**src/rtl/hdmi_cfg_sequencer_if.sv**
```systemverilog
// Request/response bundle between the HDMI config sequencer and the I2C master.
// The master modport is the side that issues requests (the sequencer).
interface hdmi_cfg_sequencer_if;
  logic       i2c_req;
  logic       i2c_wr;
  logic [7:0] i2c_len;
  logic [6:0] i2c_addr;
  logic [7:0] i2c_saddr;
  logic [7:0] i2c_tx;
  logic [7:0] i2c_rx;
  logic       i2c_de;
  logic       i2c_busy;
  logic       i2c_nack;

  modport master (
    output i2c_req, i2c_wr, i2c_len, i2c_addr, i2c_saddr, i2c_tx,
    input  i2c_rx, i2c_de, i2c_busy, i2c_nack
  );

  modport slave (
    input  i2c_req, i2c_wr, i2c_len, i2c_addr, i2c_saddr, i2c_tx,
    output i2c_rx, i2c_de, i2c_busy, i2c_nack
  );
endinterface

```
**src/rtl/hdmi_cfg_sequencer.sv**
```systemverilog
// ADV7611 init-ROM walker: single-byte I2C writes, delay entries, NACK/timeout retry,
// arbitrated manual debug port. Optional write readback check: define CFG_VERIFY_EN.
module hdmi_cfg_sequencer #(
  parameter int unsigned ROM_AW      = 12,
  parameter int unsigned NUM_ENTRIES = 315,
  parameter logic [6:0]  DELAY_ADDR  = 7'h7F,
  parameter int unsigned DELAY_UNIT  = 50000,
  parameter int unsigned MAX_RETRY   = 3,
  parameter int unsigned TIMEOUT     = 4096
) (
  input  logic                 clk_50,
  input  logic                 reset_n,
  input  logic                 start,
  output logic [ROM_AW-1:0]    rom_addr,
  input  logic [23:0]          rom_data,
  hdmi_cfg_sequencer_if.master i2c,
  input  logic                 man_req,
  input  logic                 man_wr,
  input  logic [6:0]           man_addr,
  input  logic [7:0]           man_saddr,
  input  logic [7:0]           man_wdata,
  output logic                 man_ack,
  output logic [7:0]           man_rdata,
  output logic                 cfg_busy,
  output logic                 cfg_done,
  output logic                 cfg_err,
  output logic [ROM_AW-1:0]    err_index,
  output logic [ROM_AW-1:0]    entry_count
);

`ifdef CFG_VERIFY_EN
  localparam bit VERIFY_EN = 1'b1;
`else
  localparam bit VERIFY_EN = 1'b0;
`endif

  typedef enum logic [3:0] {
    IDLE, FETCH, DECODE, ISSUE, WAIT_BUSY, WAIT_DONE, DELAY, NEXT,
    MAN_ISSUE, MAN_WAIT, DONE, ERROR
  } state_t;

  state_t            r_state, w_state, r_ret, w_ret;
  logic [ROM_AW-1:0] r_rom_addr, w_rom_addr, r_entry_count, w_entry_count;
  logic [ROM_AW-1:0] r_err_index, w_err_index;
  logic              r_cfg_busy, w_cfg_busy, r_cfg_done, w_cfg_done, r_cfg_err, w_cfg_err;
  logic [31:0]       r_retry, w_retry, r_cnt, w_cnt;
  logic              r_req, w_req, r_wr, w_wr, r_seen, w_seen, r_verify, w_verify;
  logic              r_de_d, r_man_ack, w_man_ack;
  logic [6:0]        r_addr, w_addr;
  logic [7:0]        r_saddr, w_saddr, r_tx, w_tx, r_rx, w_rx, r_man_rdata, w_man_rdata;
  logic [7:0]        r_len;
  logic              w_ok, w_fail, w_de_rise;

  assign w_de_rise = i2c.i2c_de & ~r_de_d;

  always_comb begin
    w_state       = r_state;
    w_ret         = r_ret;
    w_rom_addr    = r_rom_addr;
    w_entry_count = r_entry_count;
    w_err_index   = r_err_index;
    w_cfg_busy    = r_cfg_busy;
    w_cfg_done    = r_cfg_done;
    w_cfg_err     = r_cfg_err;
    w_retry       = r_retry;
    w_cnt         = r_cnt;
    w_req         = r_req;
    w_wr          = r_wr;
    w_seen        = r_seen;
    w_verify      = r_verify;
    w_addr        = r_addr;
    w_saddr       = r_saddr;
    w_tx          = r_tx;
    w_rx          = r_rx;
    w_man_rdata   = r_man_rdata;
    w_man_ack     = 1'b0;
    w_ok          = 1'b0;
    w_fail        = 1'b0;

    case (r_state)
      IDLE, DONE, ERROR: begin
        if (start) begin
          w_rom_addr    = '0;
          w_entry_count = '0;
          w_cfg_done    = 1'b0;
          w_cfg_err     = 1'b0;
          w_retry       = '0;
          w_cfg_busy    = 1'b1;
          w_state       = FETCH;
        end else if (man_req) begin
          w_ret   = r_state;
          w_addr  = man_addr;
          w_saddr = man_saddr;
          w_tx    = man_wdata;
          w_wr    = man_wr;
          w_state = MAN_ISSUE;
        end
      end
      FETCH: w_state = DECODE;
      DECODE: begin
        if (rom_data == '1 || 32'(r_rom_addr) == NUM_ENTRIES) begin
          w_cfg_done = 1'b1;
          w_cfg_busy = 1'b0;
          w_state    = DONE;
        end else if (rom_data[23:17] == DELAY_ADDR) begin
          w_cnt   = 32'(rom_data[7:0]) * DELAY_UNIT;
          w_state = DELAY;
        end else begin
          w_addr   = rom_data[23:17];
          w_saddr  = rom_data[15:8];
          w_tx     = rom_data[7:0];
          w_wr     = 1'b1;
          w_verify = 1'b0;
          w_state  = ISSUE;
        end
      end
      ISSUE: begin
        w_req   = 1'b1;
        w_cnt   = '0;
        w_state = WAIT_BUSY;
      end
      WAIT_BUSY: begin
        if (i2c.i2c_busy) begin
          w_req   = 1'b0;
          w_state = WAIT_DONE;
        end else if (r_cnt >= TIMEOUT - 32'd1) begin
          w_req  = 1'b0;
          w_fail = 1'b1;
        end else begin
          w_cnt = r_cnt + 32'd1;
        end
      end
      WAIT_DONE: begin
        if (r_verify && w_de_rise) w_rx = i2c.i2c_rx;
        if (!i2c.i2c_busy) begin
          if (i2c.i2c_nack) w_fail = 1'b1;
          else              w_ok   = 1'b1;
        end
      end
      DELAY: begin
        if (r_cnt == '0) w_state = NEXT;
        else             w_cnt   = r_cnt - 32'd1;
      end
      NEXT: begin
        w_rom_addr = r_rom_addr + ROM_AW'(1);
        w_retry    = '0;
        w_state    = FETCH;
      end
      MAN_ISSUE: begin
        w_req   = 1'b1;
        w_cnt   = '0;
        w_seen  = 1'b0;
        w_state = MAN_WAIT;
      end
      MAN_WAIT: begin
        // A timed-out manual access still acks so the requester never stalls.
        if (!r_seen) begin
          if (i2c.i2c_busy) begin
            w_seen = 1'b1;
            w_req  = 1'b0;
          end else if (r_cnt >= TIMEOUT - 32'd1) begin
            w_req     = 1'b0;
            w_man_ack = 1'b1;
            w_state   = r_ret;
          end else begin
            w_cnt = r_cnt + 32'd1;
          end
        end else if (!i2c.i2c_busy) begin
          w_man_ack = 1'b1;
          w_state   = r_ret;
        end
        if (!r_wr && w_de_rise) w_man_rdata = i2c.i2c_rx;
      end
      default: w_state = IDLE;
    endcase

    // Readback pass: a clean write turns into a read; a mismatching read behaves as a NACK.
    if (VERIFY_EN && w_ok) begin
      if (!r_verify) begin
        w_ok     = 1'b0;
        w_verify = 1'b1;
        w_wr     = 1'b0;
        w_state  = ISSUE;
      end else if (w_rx != r_tx) begin
        w_ok   = 1'b0;
        w_fail = 1'b1;
      end
    end

    if (w_ok) begin
      w_entry_count = r_entry_count + ROM_AW'(1);
      w_state       = NEXT;
    end
    if (w_fail) begin
      if (r_retry < MAX_RETRY) begin
        w_retry  = r_retry + 32'd1;
        w_wr     = 1'b1;
        w_verify = 1'b0;
        w_state  = ISSUE;
      end else begin
        w_err_index = r_rom_addr;
        w_cfg_err   = 1'b1;
        w_cfg_busy  = 1'b0;
        w_state     = ERROR;
      end
    end
  end

  always_ff @(posedge clk_50) begin
    if (!reset_n) begin
      r_state       <= IDLE;
      r_ret         <= IDLE;
      r_rom_addr    <= '0;
      r_entry_count <= '0;
      r_err_index   <= '0;
      r_cfg_busy    <= 1'b0;
      r_cfg_done    <= 1'b0;
      r_cfg_err     <= 1'b0;
      r_retry       <= '0;
      r_cnt         <= '0;
      r_req         <= 1'b0;
      r_wr          <= 1'b0;
      r_seen        <= 1'b0;
      r_verify      <= 1'b0;
      r_addr        <= '0;
      r_saddr       <= '0;
      r_tx          <= '0;
      r_rx          <= '0;
      r_man_rdata   <= '0;
      r_man_ack     <= 1'b0;
      r_de_d        <= 1'b0;
      r_len         <= '0;
    end else begin
      r_state       <= w_state;
      r_ret         <= w_ret;
      r_rom_addr    <= w_rom_addr;
      r_entry_count <= w_entry_count;
      r_err_index   <= w_err_index;
      r_cfg_busy    <= w_cfg_busy;
      r_cfg_done    <= w_cfg_done;
      r_cfg_err     <= w_cfg_err;
      r_retry       <= w_retry;
      r_cnt         <= w_cnt;
      r_req         <= w_req;
      r_wr          <= w_wr;
      r_seen        <= w_seen;
      r_verify      <= w_verify;
      r_addr        <= w_addr;
      r_saddr       <= w_saddr;
      r_tx          <= w_tx;
      r_rx          <= w_rx;
      r_man_rdata   <= w_man_rdata;
      r_man_ack     <= w_man_ack;
      r_de_d        <= i2c.i2c_de;
      r_len         <= 8'd1;
    end
  end

  assign rom_addr      = r_rom_addr;
  assign i2c.i2c_req   = r_req;
  assign i2c.i2c_wr    = r_wr;
  assign i2c.i2c_len   = r_len;
  assign i2c.i2c_addr  = r_addr;
  assign i2c.i2c_saddr = r_saddr;
  assign i2c.i2c_tx    = r_tx;
  assign man_ack       = r_man_ack;
  assign man_rdata     = r_man_rdata;
  assign cfg_busy      = r_cfg_busy;
  assign cfg_done      = r_cfg_done;
  assign cfg_err       = r_cfg_err;
  assign err_index     = r_err_index;
  assign entry_count   = r_entry_count;

endmodule

```
**src/flat_wrapper.sv**
```systemverilog
// flat-port wrapper written by rule: the top's interface ports become plain ports
module hdmi_cfg_sequencer_flat 
#(
  parameter int unsigned ROM_AW      = 12,
  parameter int unsigned NUM_ENTRIES = 315,
  parameter logic [6:0]  DELAY_ADDR  = 7'h7F,
  parameter int unsigned DELAY_UNIT  = 50000,
  parameter int unsigned MAX_RETRY   = 3,
  parameter int unsigned TIMEOUT     = 4096
)
  (clk_50, reset_n, start, rom_addr, rom_data, man_req, man_wr, man_addr, man_saddr, man_wdata, man_ack, man_rdata, cfg_busy, cfg_done, cfg_err, err_index, entry_count, i2c_i2c_req, i2c_i2c_wr, i2c_i2c_len, i2c_i2c_addr, i2c_i2c_saddr, i2c_i2c_tx, i2c_i2c_rx, i2c_i2c_de, i2c_i2c_busy, i2c_i2c_nack);
  hdmi_cfg_sequencer_if i2c_i ();
  input  logic clk_50;
  input  logic reset_n;
  input  logic start;
  output logic [ROM_AW-1:0] rom_addr;
  input  logic [23:0] rom_data;
  input  logic man_req;
  input  logic man_wr;
  input  logic [6:0] man_addr;
  input  logic [7:0] man_saddr;
  input  logic [7:0] man_wdata;
  output logic man_ack;
  output logic [7:0] man_rdata;
  output logic cfg_busy;
  output logic cfg_done;
  output logic cfg_err;
  output logic [ROM_AW-1:0] err_index;
  output logic [ROM_AW-1:0] entry_count;
  output wire logic [$bits(i2c_i.i2c_req)-1:0] i2c_i2c_req;
  output wire logic [$bits(i2c_i.i2c_wr)-1:0] i2c_i2c_wr;
  output wire logic [$bits(i2c_i.i2c_len)-1:0] i2c_i2c_len;
  output wire logic [$bits(i2c_i.i2c_addr)-1:0] i2c_i2c_addr;
  output wire logic [$bits(i2c_i.i2c_saddr)-1:0] i2c_i2c_saddr;
  output wire logic [$bits(i2c_i.i2c_tx)-1:0] i2c_i2c_tx;
  input wire logic [$bits(i2c_i.i2c_rx)-1:0] i2c_i2c_rx;
  input wire logic [$bits(i2c_i.i2c_de)-1:0] i2c_i2c_de;
  input wire logic [$bits(i2c_i.i2c_busy)-1:0] i2c_i2c_busy;
  input wire logic [$bits(i2c_i.i2c_nack)-1:0] i2c_i2c_nack;
  assign i2c_i2c_req = i2c_i.i2c_req;
  assign i2c_i2c_wr = i2c_i.i2c_wr;
  assign i2c_i2c_len = i2c_i.i2c_len;
  assign i2c_i2c_addr = i2c_i.i2c_addr;
  assign i2c_i2c_saddr = i2c_i.i2c_saddr;
  assign i2c_i2c_tx = i2c_i.i2c_tx;
  assign i2c_i.i2c_rx = i2c_i2c_rx;
  assign i2c_i.i2c_de = i2c_i2c_de;
  assign i2c_i.i2c_busy = i2c_i2c_busy;
  assign i2c_i.i2c_nack = i2c_i2c_nack;
  hdmi_cfg_sequencer #(.ROM_AW(ROM_AW), .NUM_ENTRIES(NUM_ENTRIES), .DELAY_ADDR(DELAY_ADDR), .DELAY_UNIT(DELAY_UNIT), .MAX_RETRY(MAX_RETRY), .TIMEOUT(TIMEOUT)) u_core (.clk_50(clk_50), .reset_n(reset_n), .start(start), .rom_addr(rom_addr), .rom_data(rom_data), .i2c(i2c_i), .man_req(man_req), .man_wr(man_wr), .man_addr(man_addr), .man_saddr(man_saddr), .man_wdata(man_wdata), .man_ack(man_ack), .man_rdata(man_rdata), .cfg_busy(cfg_busy), .cfg_done(cfg_done), .cfg_err(cfg_err), .err_index(err_index), .entry_count(entry_count));
endmodule
```
**config.mk**
```make
export PLATFORM = sky130hd
export DESIGN_NAME = hdmi_cfg_sequencer_flat
export DESIGN_NICKNAME = d
export VERILOG_FILES = /design/src/rtl/hdmi_cfg_sequencer_if.sv /design/src/rtl/hdmi_cfg_sequencer.sv /design/src/flat_wrapper.sv
export SDC_FILE = /design/constraint.sdc
export NUM_CORES = 1
export LEC_CHECK = 0
export CORE_ASPECT_RATIO = 0.8
export CORE_MARGIN = 3
export CORE_UTILIZATION = 40
export DETAILED_ROUTE_END_ITERATION = 12
export HOLD_SLACK_MARGIN = 0.15
export SLEW_MARGIN = 10
export SYNTH_ARGS = -nofsm -noshare
export SYNTH_HDL_FRONTEND = slang
export SYNTH_SLANG_ARGS = --single-unit
```
**constraint.sdc**
```tcl
create_clock -name clk_50 -period 4.7 [get_ports clk_50]
set_input_delay 0.94 -clock clk_50 [delete_from_list [all_inputs] [get_ports clk_50]]
set_output_delay 0.94 -clock clk_50 [all_outputs]
set_load 0.01 [all_outputs]
```
==> reports/summary.json, run 1 <==
{
  "outcome": {"value": "finished, final reports clean"},
  "fin_cells": {"value": 1556},
  "max_clock_freq": {"value": 225.9, "unit": "MHz"},
  "finalHoldViolations": {"value": 0},
  "place.gp.congestion": {"value": 0.8233},
  "critical_path.reg2reg.endpoint": {"value": "u_core.r_cnt[28]$_SDFFE_PN0P_"},
  "setup_viol_count_final": {"value": 0},
  "synth.yosys.seq_area_share": {"value": 0.3231},
  "pin_count_of_the_biggest_net_entering_global_routing": {"value": 47},
  "dieArea": {"value": 0.02479, "unit": "mm2"},
  "layout.cells.most_common_list": {"value": "148 x dfxtp_1, 136 x clkdlybuf4s50_1, 116 x nor2_1"},
  "clock_transition_at_the_registers_of_the_reported_paths": {"value": 0.07, "unit": "ns"},
  "skew": {"value": 0.01285, "unit": "ns"},
  "tritoncts": {"value": "yes"},
  "drt_iter0_markers": {"value": 486},
  "total_number_of_nets_in_the_final_design": {"value": 1404},
  "drc": {"value": 0},
  "area_taken_by_multi_input_logic_gates": {"value": 0.005919, "unit": "mm2"},
  "worst_pin_slew": {"value": 0.8951, "unit": "ns"},
  "cap_violations": {"value": 0},
  "worstHoldPathType": {"value": "flop to flop"},
  "synth-main-ff-cell": {"value": "dfxtp_1"},
  "drt-pass1-iter-count": {"value": 5},
  "dp_cells": {"value": 1522},
  "critical_path_peak_fanout": {"value": 2},
  "grt_setup_unrepaired": {"value": "false"},
  "finalCriticalPeriod": {"value": 4.427, "unit": "ns"},
  "cts_root_buffer": {"value": "clkbuf_16"},
  "count_of_boundary_i_o_pins": {"value": 144},
  "dr_total_vias": {"value": 8222},
  "final_design_area_no_fill": {"value": 0.01177, "unit": "mm2"},
  "vdd_ir_drop_max": {"value": 0.2841, "unit": "mV"},
  "netlist_area": {"value": 0.009170, "unit": "mm2"},
  "core_area": {"value": 0.02204, "unit": "mm2"},
  "placement_rows": {"value": 48},
  "layout.cells.most_common": {"value": "dfxtp_1"},
  "cts_htree_levels": {"value": 4},
  "globalRoute.totalOverflow": {"value": 0},
  "endpoint_kind": {"value": "flop"},
  "mean_routed_wirelength_per_cell": {"value": 16.29, "unit": "um"},
  "sequential_cell_area": {"value": 0.002963, "unit": "mm2"},
  "die_x": {"value": 175.3, "unit": "um"},
  "detailed_place.area": {"value": 0.01115, "unit": "mm2"},
  "cts_max_path_buffers": {"value": 2},
  "sum_of_buffers_and_inverters_on_the_critical_path": {"value": 4},
  "grt_first_pass_wirelength": {"value": 41390, "unit": "um"},
  "synth.lib_cells_used.distinct": {"value": 68},
  "timing.slew.headroom": {"value": 0.4033},
  "p_per_area": {"value": 649.8, "unit": "mW/mm2"},
  "synth.yosys.warnings": {"value": 0},
  "crit_path_top_delay_cell": {"value": "fa_1"},
  "placement.io_buffers": {"value": 136},
  "insertion_delay": {"value": 0.43, "unit": "ns"},
  "design_power_total": {"value": 0.007650, "unit": "W"},
  "regToRegStartpoint": {"value": "u_core.r_state[2]$_SDFFE_PN0P_"},
  "timing.hold.worst_endpoint": {"value": "u_core.r_retry[25]$_SDFF_PN0_"},
  "final.period_utilization": {"value": 0.9419},
  "synth_edf_count": {"value": 0},
  "timing.critical_path.max_delay_family": {"value": "adder cells"},
  "r2r.worst_path.cells": {"value": 14},
  "worstPathRequired": {"value": 5.02, "unit": "ns"},
  "synthesis.area_per_instance": {"value": 8.562, "unit": "um2"},
  "cts_num_sinks": {"value": 148},
  "first_global_vias": {"value": 7791},
  "antenna_found_initial": {"value": 0},
  "filler_cell_count": {"value": 2066},
  "timing_max_transition_violations_final": {"value": 0},
  "die_h": {"value": 141.4, "unit": "um"},
  "crit_path_frequent_cell": {"value": "ha_1"},
  "drt-total-wl": {"value": 25360, "unit": "um"},
  "routed_via_density": {"value": 5.284},
  "area_delta_synth_final": {"value": 28.39, "unit": "%"},
  "synthCells": {"value": 1071},
  "ant_nets": {"value": 0},
  "layout-drive-gt1-share": {"value": 0.09968},
  "cp_cell_sequence": {"value": "clkdlybuf4s50_1 -> ha_1 -> ha_1 -> inv_1 -> fa_1 -> inv_1 -> fa_1 -> ha_1 -> a21oi_2 -> o21ai_0 -> a21oi_1 -> o21ai_1 -> buf_4 -> a31oi_2 -> xnor2_1 -> a221oi_1 -> nor2_1"},
  "worst_hold_startpoint": {"value": "u_core.r_retry[25]$_SDFF_PN0_"},
  "worstSetupPathType": {"value": "input pin to flop"},
  "pre_cts_slack": {"value": -0.2379, "unit": "ns"},
  "synth_async_sr_flop_share": {"value": 0},
  "grt_resource_usage_total": {"value": 0.2040},
  "startpoint_type": {"value": "input pin"},
  "worst_slack": {"value": 0.2729, "unit": "ns"},
  "ctsHoldBuffers": {"value": 0},
  "whs_path_depth": {"value": 1},
  "floorplan.initialDensity": {"value": 0.4160},
  "max_stage_delay": {"value": 0.50, "unit": "ns"},
  "reg2reg_setup_slack": {"value": 0.70, "unit": "ns"},
  "static-leakage-power": {"value": 4.859, "unit": "nW"},
  "critPathArrivalTime": {"value": 4.75, "unit": "ns"},
  "half_perimeter_wire_length_after_detailed_placement": {"value": 19010, "unit": "um"},
  "cts_made_buffers": {"value": 17},
  "ys_ff_latch": {"value": 148}
}
## repair_timing
item | 4_1_cts | 5_1_grt
hold endpoints to repair | 0 | 0
setup buffers | 0 | 0
gates resized for setup | 0 | 4
endpoints found under the setup margin | 0 | 2
## state kept, by name (all words and copies together), names as in the netlist, 4 cells and up
register	count
u_core.r_cnt	32
u_core.r_retry	32
u_core.entry_count	12
u_core.err_index	12
u_core.rom_addr	12
u_core.i2c.i2c_saddr	8
u_core.i2c.i2c_tx	8
u_core.man_rdata	8
u_core.i2c.i2c_addr	7
u_core.r_ret	4
u_core.r_state	4
## worst max-delay path by stage
| stage | from | end | slack (ns) | cells past startpoint |
|---|---|---|---|---|
| 2_1_floorplan | rom_data[2] | u_core.r_cnt[22]$_SDFFE_PN0P_ | 0.32 | 15 |
| 3_3_place_gp | rom_data[2] | u_core.r_cnt[22]$_SDFFE_PN0P_ | -0.18 | 16 |
| 3_5_place_dp | rom_data[2] | u_core.r_cnt[22]$_SDFFE_PN0P_ | -0.24 | 16 |
| 4_1_cts | rom_data[2] | u_core.r_cnt[22]$_SDFFE_PN0P_ | 0.18 | 16 |
| 5_1_grt | rom_data[2] | u_core.r_cnt[20]$_SDFFE_PN0P_ | 0.02 | 17 |
| 6_report | rom_data[2] | u_core.r_cnt[20]$_SDFFE_PN0P_ | 0.27 | 17 |
## layout make-up
class | count | share of cell area
antenna | 2 | 0.0004251
clock buffer | 17 | 0.03613
clock inverter | 15 | 0.01530
inverter | 21 | 0.006695
multi-input combinational | 855 | 0.5028
sequential | 148 | 0.2516
tap | 300 | 0.03188
timing repair buffer | 198 | 0.1552
## worst register-to-register path: stages (launching register included)
cell and delay [ns]:
dfxtp_1 0.51, nor2b_1 0.30, nand2_1 0.11, a21oi_1 0.22, inv_1 0.06, buf_4 0.25, ha_1 0.42, a211oi_1 0.28
nor2_1 0.11, nor4_1 0.40, a211oi_1 0.19, a211oi_1 0.67, o211ai_1 0.15, o311a_1 0.15, o21ai_0 0.13
## Yosys cell counts (3+ instances only)
master	count	area, um2
dfxtp_1	148	2963
nor2_1	116	435.4
ha_1	87	1089
nand2_1	83	311.6
a21oi_1	79	395.4
o21ai_0	63	315.3
mux2i_1	48	480.5
and2_1	38	237.7
a211oi_1	37	277.8
nand3_1	32	160.2
clkbuf_1	30	112.6
a21o_1	24	180.2
xnor2_1	22	192.7
nor4_1	21	131.4
inv_1	20	75.07
xor2_1	15	131.4
a221oi_1	13	113.9
fa_1	13	260.3
nand4_1	13	81.33
a31oi_1	12	75.07
buf_2	12	60.06
and3_1	11	68.82
nor3_1	11	55.05
buf_4	9	67.56
nand2b_1	8	50.05
nor2b_1	8	50.05
or2_2	8	50.05
or3_1	8	50.05
o21bai_1	6	45.04
o211ai_1	5	37.54
o21a_1	5	37.54
mux2_2	4	45.04
nor3b_1	4	30.03
or4_1	4	30.03
a22oi_1	3	22.52
o311ai_0	3	26.28
o31ai_1	3	22.52
o41ai_1	3	26.28
## routing by layer
layer | routed length [um] | global-route usage | vias up
met2 | 10070 | 0.2951 | 205
met1 | 13620 | 0.3095 | 3740
met3 | 1488 | 0.04361 | 15
met4 | 183 | 0.04448 | 0
li1 | - | - | 4262
met5 | 0 | 0 | -
## logic make-up after synthesis
logic type               Yosys count  synth area share
AND/OR/NAND/NOR                  379            0.2055
AO/OA/AOI/OAI                    279            0.1946
flip-flops                       148            0.3231
adder cells (fa/ha/maj)          101            0.1482
buffers and inverters             74           0.03561
multiplexers                      52           0.05731
XOR/XNOR                          37           0.03534
other                              1         0.0004089
## through the flow
stage	hold slack, ns	util	TNS, ns
after CTS	0.4660	0.5332	0
after floorplan	0.4302	-	0
after global routing	0.4799	0.5339	0
final	0.4600	0.5342	0
after global placement	0.4440	0.5057	-0.7213
after detailed placement	0.4461	0.5057	-0.9111
## report_power, final
group	switching [W]	internal [W]	total, W	leakage, nW
combinational	0.00267	0.00199	0.00466	3.37
sequential	0.000168	0.00146	0.00162	1.20
clock	0.000646	0.000718	0.00136	0.290
total	0.00348	0.00417	0.00765	4.86
(Power assumes the default switching activity.)
==> run 2, diff against run 1 <==
GPL_ROUTABILITY_DRIVEN = 0   (was not set)
PLACE_DENSITY = 0.68   (was not set)
==> run 2 against run 1 <==
Sequential share of layout area rose by 0.097 points. Via count is 2.9% higher. Clock-buffer cell count unchanged. Clock skew grew 0.0039 ns. Setup slack got worse by 0.077 ns. Flip-flop and latch count is the same. Largest power group unchanged.
==> reports/summary.json, run 2 (synthesized netlist as in run 1, its figures left out) <==
{
  "finalCriticalPeriod": {"value": 4.504, "unit": "ns", "change": "+0.07678 ns"},
  "die_h": {"value": 141.4, "unit": "um", "change": "unchanged"},
  "registers_with_the_most_flip_flops": {"value": "u_core.r_cnt (32), u_core.r_retry (32)"},
  "first_global_vias": {"value": 7941, "change": "+1.9%"},
  "globalRoute.totalOverflow": {"value": 0, "change": "unchanged"},
  "clock_transition_at_the_registers_of_the_reported_paths": {"value": 0.07, "unit": "ns", "change": "about the same"},
  "cts_root_buffer": {"value": "clkbuf_16"},
  "sum_of_buffers_and_inverters_on_the_critical_path": {"value": 4, "change": "unchanged"},
  "post_cts_resized": {"value": 0, "change": "unchanged"},
  "worst_hold_startpoint": {"value": "u_core.r_retry[26]$_SDFF_PN0_"},
  "crit_path_top_delay_cell": {"value": "clkdlybuf4s50_1"},
  "skew": {"value": 0.01673, "unit": "ns", "change": "+0.003873 ns"},
  "placement.io_buffers": {"value": 136, "change": "unchanged"},
  "regToRegStartpoint": {"value": "u_core.r_state[0]$_SDFFE_PN0P_"},
  "pin_count_of_the_biggest_net_entering_global_routing": {"value": 47, "change": "unchanged"},
  "crit_path_frequent_cell": {"value": "ha_1"},
  "worstPathRequired": {"value": 5.01, "unit": "ns", "change": "about the same"},
  "post-cts-setup-buffers": {"value": 0, "change": "unchanged"},
  "dp_cells": {"value": 1517, "change": "-0.33%"},
  "timing.critical_path.max_delay_family": {"value": "adder cells"},
  "hold_slack": {"value": 0.4620, "unit": "ns", "change": "+0.002054 ns"},
  "endpoint_kind": {"value": "flop"},
  "critical_path_peak_fanout": {"value": 3, "change": "+1"},
  "cts_max_path_buffers": {"value": 2, "change": "unchanged"},
  "startpoint_type": {"value": "input pin"},
  "total_number_of_nets_in_the_final_design": {"value": 1399, "change": "-0.36%"},
  "drc": {"value": 0, "change": "unchanged"},
  "r2r.worst_path.cells": {"value": 14, "change": "unchanged"},
  "layout.cells.most_common": {"value": "dfxtp_1"},
  "static-leakage-power": {"value": 4.839, "unit": "nW", "change": "-0.42%"},
  "drt-pass1-iter-count": {"value": 5, "change": "unchanged"},
  "cts_num_sinks": {"value": 148, "change": "unchanged"},
  "max_stage_delay": {"value": 0.50, "unit": "ns", "change": "about the same"},
  "antenna_found_initial": {"value": 0, "change": "unchanged"},
  "count_of_boundary_i_o_pins": {"value": 144, "change": "unchanged"},
  "timing.slew.headroom": {"value": 0.4320, "change": "+0.02869"},
  "tritoncts": {"value": "yes"},
  "half_perimeter_wire_length_after_detailed_placement": {"value": 19040, "unit": "um", "change": "+0.12%"},
  "routed_via_density": {"value": 5.460, "change": "+3.3%"},
  "layout.cells.most_common_list": {"value": "148 x dfxtp_1, 136 x clkdlybuf4s50_1, 116 x nor2_1"},
  "critical_path.reg2reg.endpoint": {"value": "u_core.r_cnt[27]$_SDFFE_PN0P_"},
  "area_delta_synth_final": {"value": 27.90, "unit": "%"},
  "dr_total_vias": {"value": 8458, "change": "+2.9%"},
  "core_area": {"value": 0.02204, "unit": "mm2", "change": "unchanged"},
  "worst_pin_slew": {"value": 0.8410, "unit": "ns", "change": "-0.05403 ns"},
  "drt-total-wl": {"value": 25380, "unit": "um", "change": "about the same"},
  "outcome": {"value": "finished, final reports clean"},
  "grt_first_pass_wirelength": {"value": 41010, "unit": "um", "change": "-0.92%"},
  "mean_routed_wirelength_per_cell": {"value": 16.38, "unit": "um", "change": "+0.55%"},
  "insertion_delay": {"value": 0.43, "unit": "ns", "change": "about the same"},
  "dieArea": {"value": 0.02479, "unit": "mm2", "change": "unchanged"},
  "worstSetupPathType": {"value": "input pin to flop"},
  "finalHoldViolations": {"value": 0, "change": "unchanged"},
  "placement_rows": {"value": 48, "change": "unchanged"},
  "insertedDiodeCount": {"value": 0, "change": "-2"},
  "ctsHoldBuffers": {"value": 0, "change": "unchanged"},
  "cts_made_buffers": {"value": 17, "change": "unchanged"},
  "p_per_area": {"value": 651.8, "unit": "mW/mm2", "change": "+0.32%"},
  "critPathArrivalTime": {"value": 4.82, "unit": "ns", "change": "+0.07 ns"},
  "whs_path_depth": {"value": 1, "change": "unchanged"},
  "grt_resource_usage_total": {"value": 0.2010, "change": "-0.003030"},
  "die_x": {"value": 175.3, "unit": "um", "change": "unchanged"},
  "grt_setup_unrepaired": {"value": "false"},
  "max_clock_freq": {"value": 222.0, "unit": "MHz", "change": "-1.7%"},
  "cp_cell_sequence": {"value": "clkdlybuf4s50_1 -> inv_1 -> ha_1 -> inv_1 -> ha_1 -> fa_1 -> fa_1 -> ha_1 -> a21o_1 -> a21o_1 -> a21oi_1 -> o21ai_2 -> buf_4 -> a31oi_1 -> xnor2_1 -> a221oi_2 -> nor2_1"},
  "worstHoldPathType": {"value": "flop to flop"},
  "cap_violations": {"value": 0, "change": "unchanged"},
  "timing.hold.worst_endpoint": {"value": "u_core.r_retry[26]$_SDFF_PN0_"},
  "setup_viol_count_final": {"value": 0, "change": "unchanged"},
  "fin_cells": {"value": 1549, "change": "-0.45%"},
  "drt_iter0_markers": {"value": 563, "change": "+16%"},
  "ant_nets": {"value": 0, "change": "unchanged"},
  "floorplan.initialDensity": {"value": 0.4160, "change": "unchanged"},
  "layout-drive-gt1-share": {"value": 0.1001, "change": "+0.0003990"},
  "cts_htree_levels": {"value": 4, "change": "unchanged"},
  "vdd_ir_drop_max": {"value": 0.3188, "unit": "mV", "change": "+12%"},
  "final.period_utilization": {"value": 0.9583, "change": "+0.01634"},
  "reg2reg_setup_slack": {"value": 0.45, "unit": "ns", "change": "-0.25 ns"},
  "timing_max_transition_violations_final": {"value": 0, "change": "unchanged"}
}
[run 2: cell count changes in the layout (fill, tap and decap cells not counted), sizes merged]
| cell | delta |
|---|---|
| buf | -5 |
| clkinv | -2 |
| diode | -2 |
| inv | +2 |
[run 2: report_power, final]
group / total, W / internal [W] / switching, W
registers: 0.00163 / 0.00146 / 0.000176
clock network: 0.00135 / 0.000712 / 0.000639
logic: 0.00466 / 0.00200 / 0.00266
[run 2: worst reg2reg max path, cell delays in order (launching register included)]
cell and delay, ns:
dfxtp_1 0.51, nor2b_1 0.25, nand2_1 0.07, a21oi_1 0.49, inv_2 0.28, buf_4 0.30, ha_1 0.38, a21oi_1 0.10
o21ai_0 0.38, nor2_1 0.10, and2_1 0.21, a211oi_1 0.52, o21ai_0 0.25, xor2_1 0.18, o21ai_0 0.15
[run 2: worst max path at each step]
stage	from	end	cells past startpoint
2_1_floorplan	rom_data[2]	u_core.r_cnt[22]$_SDFFE_PN0P_	15
3_3_place_gp	rom_data[2]	u_core.r_cnt[22]$_SDFFE_PN0P_	16
3_5_place_dp	rom_data[2]	u_core.r_cnt[22]$_SDFFE_PN0P_	16
4_1_cts	rom_data[2]	u_core.r_cnt[22]$_SDFFE_PN0P_	16
5_1_grt	rom_data[2]	u_core.r_cnt[20]$_SDFFE_PN0P_	17
6_report	rom_data[6]	u_core.r_cnt[20]$_SDFFE_PN0P_	17
[run 2: area by class of cell]
cell class	count	area [um2]
multi-input combinational	855	5938
fill	2037	10310
inverter	21	78.83
clock buffer	17	425.4
tap	300	375.4
timing repair buffer	193	1789
clock inverter	15	158.9
sequential	148	2963
[run 2: per-layer routing]
layer	global-route usage	vias to the layer above	share of wire	routed length, um
met3	0.04762	25	0.066	1684
met1	0.2868	3951	0.50	12740
met2	0.3053	240	0.42	10660
met5	0	-	0	0
li1	-	4242	-	-
met4	0.05287	0	0.012	302
[run 2: per-stage QoR]
step                setup slack [ns]    util  setup TNS, ns  area (um2)  total power (W)
floorplan                     0.3196       -              0        9193         0.004918
global placement             -0.2029  0.5040        -0.7308       11110         0.006151
detailed placement           -0.2786  0.5040         -1.001       11110         0.006201
CTS                           0.1397  0.5305              0       11690         0.007585
global route                0.002660  0.5321              0       11730         0.008244
finish                        0.1961  0.5321              0       11730         0.007645
==> run 3, diff against run 2 <==
DONT_BUFFER_PORTS = 1   (was not set)
PLACE_DENSITY = 0.6   (was 0.68)
SETUP_SLACK_MARGIN = 0.2   (was not set)
==> run 3 against run 2 <==
Die area unchanged. Non-clock buffer count decreased by 172. Combinational power decreased by 9.9%. Clock-buffer cell count is the same. Setup slack improved by 0.42 ns. Highest routed layer unchanged. Register-to-register slack improved by 0.24 ns. Utilization decreased by 7.3 points.
==> reports/summary.json, run 3 (synthesized netlist as in run 1, its figures left out) <==
{
  "worstHoldPathType": {"value": "flop to flop"},
  "timing.critical_path.max_delay_family": {"value": "adder cells"},
  "die_h": {"value": 141.4, "unit": "um", "change": "unchanged"},
  "vdd_ir_drop_max": {"value": 0.3172, "unit": "mV", "change": "-0.53%"},
  "worstSetupPathType": {"value": "input pin to flop"},
  "startpoint_type": {"value": "input pin"},
  "area_delta_synth_final": {"value": 10.25, "unit": "%"},
  "layout-drive-gt1-share": {"value": 0.07614, "change": "-0.02394"},
  "endpoint_kind": {"value": "flop"},
  "power_switching": {"value": 0.003394, "unit": "W", "change": "-2.3%"},
  "sequential_cell_area": {"value": 0.002963, "unit": "mm2", "change": "unchanged"},
  "globalRoute.totalOverflow": {"value": 0, "change": "unchanged"},
  "clock_power_share": {"value": 0.193, "change": "+0.016"},
  "ant_nets": {"value": 0, "change": "unchanged"},
  "drt-total-wl": {"value": 23540, "unit": "um", "change": "-7.3%"},
  "die_x": {"value": 175.3, "unit": "um", "change": "unchanged"},
  "final.period_utilization": {"value": 0.8696, "change": "-0.08864"},
  "antenna_found_initial": {"value": 0, "change": "unchanged"},
  "timing_max_transition_violations_final": {"value": 0, "change": "unchanged"},
  "tritoncts": {"value": "yes"},
  "power_switching_share": {"value": 0.4658, "change": "+0.01134"},
  "cts_root_buffer": {"value": "clkbuf_16"},
  "total_number_of_nets_in_the_final_design": {"value": 1227, "change": "-12%"},
  "critPathArrivalTime": {"value": 4.40, "unit": "ns", "change": "-0.42 ns"},
  "grt_resource_usage_total": {"value": 0.1916, "change": "-0.009389"},
  "critical_path_peak_fanout": {"value": 5, "change": "+2"},
  "layout.cells.most_common_list": {"value": "148 x dfxtp_1, 116 x nor2_1, 87 x ha_1"},
  "crit_path_top_delay_cell": {"value": "fa_1"},
  "cp_cell_sequence": {"value": "ha_1 -> ha_1 -> inv_1 -> fa_1 -> inv_1 -> fa_1 -> ha_1 -> a21oi_1 -> o21ai_0 -> a21oi_1 -> o21ai_0 -> a221oi_1 -> xnor2_1 -> a221oi_1 -> nor2_1"},
  "count_of_boundary_i_o_pins": {"value": 144, "change": "unchanged"},
  "finalHoldViolations": {"value": 0, "change": "unchanged"},
  "insertedDiodeCount": {"value": 0, "change": "unchanged"},
  "routed_via_density": {"value": 5.595, "change": "+2.5%"},
  "timing.slew.headroom": {"value": 0.2890, "change": "-0.1429"},
  "hold_slack": {"value": 0.4581, "unit": "ns", "change": "-0.003932 ns"},
  "p_comb_frac": {"value": 0.577, "change": "-0.033"},
  "power_frac_seq": {"value": 0.231, "change": "+0.017"},
  "placement_rows": {"value": 48, "change": "unchanged"},
  "pin_count_of_the_biggest_net_entering_global_routing": {"value": 47, "change": "unchanged"},
  "filler_cell_count": {"value": 2156, "change": "+5.8%"},
  "max_clock_freq": {"value": 244.7, "unit": "MHz", "change": "+10%"},
  "static-leakage-power": {"value": 4.169, "unit": "nW", "change": "-14%"},
  "finalCriticalPeriod": {"value": 4.087, "unit": "ns", "change": "-0.4166 ns"},
  "drc": {"value": 0, "change": "unchanged"},
  "cts_made_buffers": {"value": 17, "change": "unchanged"},
  "p_per_area": {"value": 720.7, "unit": "mW/mm2", "change": "+11%"},
  "fin_setup_tns": {"value": 0, "unit": "ns", "change": "unchanged"},
  "clock_transition_at_the_registers_of_the_reported_paths": {"value": 0.07, "unit": "ns", "change": "about the same"},
  "cts_max_path_buffers": {"value": 2, "change": "unchanged"},
  "worstPathRequired": {"value": 5.01, "unit": "ns", "change": "about the same"},
  "placement.io_buffers": {"value": 0, "change": "-100%"},
  "sum_of_buffers_and_inverters_on_the_critical_path": {"value": 2, "change": "-2"},
  "worst_pin_slew": {"value": 1.065, "unit": "ns", "change": "+0.2243 ns"},
  "mean_routed_wirelength_per_cell": {"value": 17.09, "unit": "um", "change": "+4.3%"},
  "half_perimeter_wire_length_after_detailed_placement": {"value": 17800, "unit": "um", "change": "-6.5%"},
  "layout.cells.most_common": {"value": "dfxtp_1"},
  "cts_num_sinks": {"value": 148, "change": "unchanged"},
  "detailed_place.area": {"value": 0.009478, "unit": "mm2", "change": "-15%"},
  "grt_first_pass_wirelength": {"value": 38950, "unit": "um", "change": "-5.0%"},
  "final_design_area_no_fill": {"value": 0.01011, "unit": "mm2", "change": "-14%"},
  "internal-power": {"value": 0.003892, "unit": "W", "change": "-6.7%"},
  "outcome": {"value": "finished, final reports clean"},
  "setup_viol_count_final": {"value": 0, "change": "unchanged"},
  "floorplan.initialDensity": {"value": 0.4160, "change": "unchanged"},
  "cap_violations": {"value": 0, "change": "unchanged"},
  "insertion_delay": {"value": 0.43, "unit": "ns", "change": "about the same"},
  "registers_with_the_most_flip_flops": {"value": "u_core.r_cnt (32), u_core.r_retry (32)"},
  "dieArea": {"value": 0.02479, "unit": "mm2", "change": "unchanged"},
  "drt_iter0_markers": {"value": 548, "change": "-2.7%"},
  "dr_total_vias": {"value": 7705, "change": "-8.9%"},
  "first_global_vias": {"value": 7322, "change": "-7.8%"},
  "crit_path_frequent_cell": {"value": "ha_1"},
  "cts_htree_levels": {"value": 4, "change": "unchanged"},
  "grt_setup_unrepaired": {"value": "false"},
  "skew": {"value": 0.01389, "unit": "ns", "change": "-0.002834 ns"},
  "max_stage_delay": {"value": 0.50, "unit": "ns", "change": "about the same"},
  "core_area": {"value": 0.02204, "unit": "mm2", "change": "unchanged"},
  "area_taken_by_multi_input_logic_gates": {"value": 0.005908, "unit": "mm2", "change": "-0.51%"},
  "drt-pass1-iter-count": {"value": 5, "change": "unchanged"}
}
## run 3: changes by cell type in the layout (fill, tap and decap cells not counted), sizes merged
cell / change
clkdlybuf4s50: -136
buf: -36
clkinv: +3
inv: -2
clkinvlp: -1
## run 3: final timing paths
check / slack, ns / from / cells past startpoint / end
setup / recovery: 0.61 / rom_data[2] / 15 / u_core.r_cnt[22]$_SDFFE_PN0P_
hold / removal: 0.46 / u_core.r_retry[17]$_SDFF_PN0_ / 1 / u_core.r_retry[17]$_SDFF_PN0_
setup reg to reg: 0.69 / u_core.r_state[0]$_SDFFE_PN0P_ / 15 / u_core.r_cnt[27]$_SDFFE_PN0P_
hold reg to reg: 0.46 / u_core.r_retry[17]$_SDFF_PN0_ / 1 / u_core.r_retry[17]$_SDFF_PN0_
## run 3: routing by layer
layer	wire, um	track usage	vias up
met5	0	0	-
met4	185	0.04406	0
met3	1954	0.05324	15
met2	9653	0.2830	268
met1	11740	0.2775	3523
li1	-	-	3899
## run 3: through the flow
stage | power, W | instances | util | setup WS, ns
detailed placement | 0.005845 | 1345 | 0.4300 | 0.1765
global placement | 0.005830 | 1345 | 0.4300 | 0.1866
floorplan | 0.004918 | 1077 | - | 0.3196
global route | 0.007941 | 1377 | 0.4587 | 0.3885
finish | 0.007286 | 1377 | 0.4587 | 0.6127
CTS | 0.007285 | 1377 | 0.4584 | 0.6101
## run 3: power groups by stage
| stage | logic [W] | clock network (W) | registers (W) |
|---|---|---|---|
| 6_report | 0.00420 | 0.00140 | 0.00168 |
| 5_1_grt | 0.00473 | 0.00150 | 0.00171 |
| 4_1_cts | 0.00416 | 0.00144 | 0.00168 |
| 3_5_place_dp | 0.00414 | 0 | 0.00171 |
| 3_3_place_gp | 0.00412 | 0 | 0.00171 |
| 2_1_floorplan | 0.00328 | 0 | 0.00164 |
## run 3: area by class of cell
class                           instances  area share
Clock inverter                         15     0.01993
Tap cell                              300     0.03713
Timing Repair Buffer                   21     0.01559
Clock buffer                           17     0.04208
Inverter                               21    0.007797
Multi-Input combinational cell        855      0.5844
Sequential cell                       148      0.2931
## run 3: repair_timing
item                                    in CTS  in global routing
buffers inserted                             0                  0
endpoints found under the setup margin       0                  1
gates resized for setup                      0                  1
hold buffers                                 0                  0
